**src/rtl/pipelined_adder.sv**
```systemverilog
// Pipelined ripple adder/subtractor: one C-bit chunk per stage, carries registered between
// stages, valid/ready handshake with a global stall driven by the output slot.
module pipelined_adder #(
  parameter int unsigned WIDTH  = 32,
  parameter int unsigned STAGES = 4
) (
  input  logic             clk,
  input  logic             reset,
  input  logic             in_valid,
  output logic             in_ready,
  input  logic [WIDTH-1:0] A,
  input  logic [WIDTH-1:0] B,
  input  logic             Cin,
  input  logic             sub,
  output logic             out_valid,
  input  logic             out_ready,
  output logic [WIDTH-1:0] out,
  output logic             Cout,
  output logic             overflow,
  output logic             zero,
  output logic             negative
);

  localparam int unsigned C = WIDTH / STAGES;

  logic             r_vld [STAGES];
  logic [WIDTH-1:0] r_a   [STAGES];
  logic [WIDTH-1:0] r_b   [STAGES];
  logic [WIDTH-1:0] r_s   [STAGES];
  logic             r_c   [STAGES];
  logic             r_ovf;
  logic             r_zero;
  logic             r_neg;

  logic             w_stall;
  logic             w_v_src [STAGES];
  logic [WIDTH-1:0] w_a_src [STAGES];
  logic [WIDTH-1:0] w_b_src [STAGES];
  logic [WIDTH-1:0] w_s_src [STAGES];
  logic             w_c_src [STAGES];
  logic [C:0]       w_chunk [STAGES];
  logic [WIDTH-1:0] w_s_nxt [STAGES];
  logic             w_c_nxt [STAGES];
  logic [WIDTH-1:0] w_res;
  logic             w_ovf_nxt;
  logic             w_zero_nxt;
  logic             w_neg_nxt;

  // A single stall freezes every stage so no slot is overwritten while the output waits.
  assign w_stall  = r_vld[STAGES-1] && !out_ready;
  assign in_ready = !w_stall && !reset;

  always_comb begin
    // Stage 0 sources come straight from the ports; B is inverted up front for subtract.
    w_v_src[0] = in_valid && in_ready;
    w_a_src[0] = A;
    w_b_src[0] = sub ? ~B : B;
    w_s_src[0] = '0;
    w_c_src[0] = sub ? 1'b1 : Cin;
    for (int k = 1; k < int'(STAGES); k++) begin
      w_v_src[k] = r_vld[k-1];
      w_a_src[k] = r_a[k-1];
      w_b_src[k] = r_b[k-1];
      w_s_src[k] = r_s[k-1];
      w_c_src[k] = r_c[k-1];
    end
    for (int k = 0; k < int'(STAGES); k++) begin
      w_chunk[k] = {1'b0, w_a_src[k][k*C +: C]} + {1'b0, w_b_src[k][k*C +: C]}
                   + {{C{1'b0}}, w_c_src[k]};
      w_s_nxt[k] = w_s_src[k];
      w_s_nxt[k][k*C +: C] = w_chunk[k][C-1:0];
      w_c_nxt[k] = w_chunk[k][C];
    end
  end

  // Flags are derived from the completed sum as it enters the last register.
  assign w_res      = w_s_nxt[STAGES-1];
  assign w_ovf_nxt  = (w_a_src[STAGES-1][WIDTH-1] == w_b_src[STAGES-1][WIDTH-1])
                      && (w_res[WIDTH-1] != w_a_src[STAGES-1][WIDTH-1]);
  assign w_zero_nxt = (w_res == '0);
  assign w_neg_nxt  = w_res[WIDTH-1];

  always_ff @(posedge clk) begin
    if (reset) begin
      for (int k = 0; k < int'(STAGES); k++) begin
        r_vld[k] <= 1'b0;
        r_a[k]   <= '0;
        r_b[k]   <= '0;
        r_s[k]   <= '0;
        r_c[k]   <= 1'b0;
      end
      r_ovf  <= 1'b0;
      r_zero <= 1'b0;
      r_neg  <= 1'b0;
    end else if (!w_stall) begin
      for (int k = 0; k < int'(STAGES); k++) begin
        r_vld[k] <= w_v_src[k];
        r_a[k]   <= w_a_src[k];
        r_b[k]   <= w_b_src[k];
        r_s[k]   <= w_s_nxt[k];
        r_c[k]   <= w_c_nxt[k];
      end
      r_ovf  <= w_ovf_nxt;
      r_zero <= w_zero_nxt;
      r_neg  <= w_neg_nxt;
    end
  end

  assign out_valid = r_vld[STAGES-1];
  assign out       = r_s[STAGES-1];
  assign Cout      = r_c[STAGES-1];
  assign overflow  = r_ovf;
  assign zero      = r_zero;
  assign negative  = r_neg;

endmodule

```
**config.mk**
```make
export PLATFORM = sky130hd
export DESIGN_NAME = pipelined_adder
export DESIGN_NICKNAME = d
export VERILOG_FILES = /design/src/rtl/pipelined_adder.sv
export SDC_FILE = /design/constraint.sdc
export NUM_CORES = 1
export LEC_CHECK = 0
export ABC_AREA = 1
export CORE_ASPECT_RATIO = 0.6
export CORE_UTILIZATION = 50
export DETAILED_ROUTE_END_ITERATION = 8
export PLACE_DENSITY_LB_ADDON = 0.05
export SKIP_LAST_GASP = 1
export SYNTH_ARGS = -nofsm -noshare
export SYNTH_HDL_FRONTEND = slang
export SYNTH_SLANG_ARGS = --single-unit
export TNS_END_PERCENT = 100
```
**constraint.sdc**
```tcl
create_clock -name clk -period 11.85 [get_ports clk]
set_clock_uncertainty 0.1 [all_clocks]
set_input_delay 2.37 -clock clk [delete_from_list [all_inputs] [get_ports clk]]
set_output_delay 2.37 -clock clk [all_outputs]
set_load 0.02 [all_outputs]
```
==> run metrics <==
clk sinks=about 190; Avg WL per Cell=about 13 µm; Max Cap Violations=0; ys async rst share=0%; first-pass GRT wire length=roughly 25,000 µm; GRT Util Overall=between 10% and 20%; Worst Hold Class=register to register; Seq pwr share=51.7%; top cell type's share of synthesized area=~63%; TritonRoute pass-1 iters=5; post-synthesis register bit count=around 190; die extent in x=173 µm; EDFF count, synth=~180; largest net degree at the start of global routing=between 90 and 100; Crit path largest cell delay=0.67 ns; ratio of cells with drive above 1 in the final layout=between 5 and 6%; pre-CTS setup slack=5.44 ns; final hold violations=0; Design Area, Final=~11,000 µm²; RSZ-0062 raised after global routing=false; Syn Area/Cell=around 11 µm²; Post-Place Cells=1,151; clk root buf=clkbuf_16; combinational share of power=between 10% and 20%; CTS resizes=0; DIE HEIGHT=between 100 and 150 µm; I/O pins=108; Worst setup SP type=input port; HPWL after DPL=roughly 10,000 µm; DRC errors left=0; # hold bufs at CTS=0; row cnt=37; Finished Core Util=between 60% and 70%; Switching Fraction=between 20% and 30%; sequential fraction of the synthesis area=between 60 and 70%; NumNets Final=about 1,000; ys flop type=edfxtp_1; TritonCTS clock tree=built; DR vias=~5,600; Crit. End Element=output port; Num CTS Buffers=17; Detailed Route Iter0 Violations=slightly above 400; Clock power frac=between 30% and 40%; post-DR vias/cell=4.75; Cell Chain, Critical Path=clkdlybuf4s50_1 -> nor2_2 -> nor2_2 -> buf_4 -> clkdlybuf4s50_1; remaining antenna violation count=0; internal power=1.15 mW; CP required=9.38 ns; final-report max-slew violation count=0; routability cong.=0.860; Mapped Area=8780 µm²; IO Port Bufs=107; slowest CP cell=clkdlybuf4s50_1; WL met2=6890 µm; post-synthesis cell type count=27; maximum vdd drop=roughly 0.10 mV; H-tree lvl count=4; Met3 Routed Length=approximately 690 µm; area delta synth->final=21.1%; final setup fails=0; Layout Cells excl Fill=1,183; WL final=15,200 µm; n_diodes=0; ranking of synthesized cells by area=edfxtp_1, nor2_1, inv_1, ha_1, nand2_1; initial core utilization=about half; f_max=0.156 GHz; core area=about 17,000 µm²; Slew Limit Headroom=a little under 30%; fin crit share=roughly 54%; post-CTS setup buffers=0; worst slew pin tran=around 1.1 ns; clock latency on the worst-skew pair=approximately 0.42 ns; Syn. warnings=0; fin crit period=between 6 and 7 ns; total grt overflow=0; clk buf depth=2; wl on met1=~7500 µm; antenna violations before repair=0; post-placement cell area=around 10,000 µm²; Worst-path clk slew=0.07 ns; Synth area leader=edfxtp_1; switching power total=about 0.4 mW; crit path kind=input port to output port; DR top layer=met4; syn_nets=935; CP arrival=3.95 ns; pwr/cell area=145 nW/µm²; Leakage=4.66 nW; vias in the first global route=roughly 5,400; Worst Path Max Fanout=22; Setup WS post-layout=between 5 and 6 ns; Synth Instances=829; die area=about 18,000 µm²; Setup TNS=0 ns; status=completed
==> critical path: cells and delay by family <==
kind	cells	cell delay [ns]
buf+inv	3	1.42
simple gates	2	0.14
==> cell usage after synthesis (all sizes together) (8+ instances only) <==
cell    instances
nand3          25
nor2          198
a21oi          32
inv           178
buf            24
edfxtp        184
ha             28
nand2          72
o21ai          14
xnor2          26
fa              8
nand4          16
==> metrics by stage <==
step / power (mW) / hold WS [ns]
2_1_floorplan: 0.936 / 0.419
3_3_place_gp: 1.00 / 0.376
3_5_place_dp: 1.01 / 0.395
4_1_cts: 1.56 / 0.408
5_1_grt: 1.61 / 0.434
6_report: 1.55 / 0.404
==> placed cells by master, fill, tap and decap left out, drive strengths merged <==
| master | synthesis | final |
|---|---|---|
| clkinv | 0 | 6 |
| and2 | 3 | 3 |
| edfxtp | 184 | 184 |
| xor2 | 6 | 6 |
| nor2 | 198 | 198 |
| dfxtp | 3 | 3 |
| o211a | 2 | 2 |
| inv | 178 | 185 |
| o21bai | 1 | 1 |
| o21ai | 14 | 14 |
| xnor2 | 26 | 26 |
| buf | 24 | 6 |
| nand3 | 25 | 25 |
| clkbuf | 0 | 17 |
| nand2 | 72 | 72 |
| a21o | 2 | 2 |
| fa | 8 | 8 |
| ha | 28 | 28 |
| nor3 | 4 | 4 |
| clkdlybuf4s50 | 0 | 106 |
| nand4 | 16 | 16 |
| clkinvlp | 0 | 2 |
| a21oi | 32 | 32 |
| a211oi | 3 | 3 |
==> cells by family (layout without fill, tap and decap cells) <==
logic type / Yosys count / in the layout / share of synthesized area (%)
compound gates: 54 / 54 / 3.45
xor+xnor: 32 / 32 / 3.19
fa+ha+maj: 36 / 36 / 5.81
buf+inv: 202 / 322 / 9.14
flops: 187 / 187 / 63.6
simple gates: 318 / 318 / 14.8
==> final timing paths <==
path | startpoint | endpoint | slack [ns] | cells after the start
min reg2reg | overflow$_SDFFE_PP0N_ | overflow$_SDFFE_PP0N_ | 0.40 | 2
min | overflow$_SDFFE_PP0N_ | overflow$_SDFFE_PP0N_ | 0.40 | 2
max reg2reg | r_vld[3]$_DFFE_PP_ | r_s[3][4]$_SDFFCE_PN0P_ | 9.01 | 7
max | out_ready | in_ready | 5.43 | 5
==> final cells by class <==
cell class	count	area, µm²
flip-flops and latches	187	5590
well taps	234	293
multi-input cells	440	2400
repair buffers	112	1100
clock buffers	17	425
clock inverters	15	155
fillers	1437	6540
inverters	178	671
==> sequential cells by signal, indices dropped and copies added, names as in the netlist <==
signal    flops
negative      1
overflow      1
r_a          48
r_b          48
r_c           4
r_s          80
r_vld         4
zero          1
==> power by group through the flow <==
stage	registers (mW)	clock network [mW]	logic, mW
2_1_floorplan	0.822	0	0.115
3_3_place_gp	0.813	0	0.189
3_5_place_dp	0.815	0	0.194
4_1_cts	0.800	0.563	0.196
5_1_grt	0.805	0.588	0.219
6_report	0.799	0.553	0.195
==> per-layer routing <==
metal | GRT usage [%] | vias up
met1 | 25.1 | 2606
li1 | - | 2860
met4 | 5.31 | 0
met5 | 0 | -
met2 | 27.4 | 142
met3 | 3.86 | 11
No activity file was read; power rests on OpenSTA's default activity.
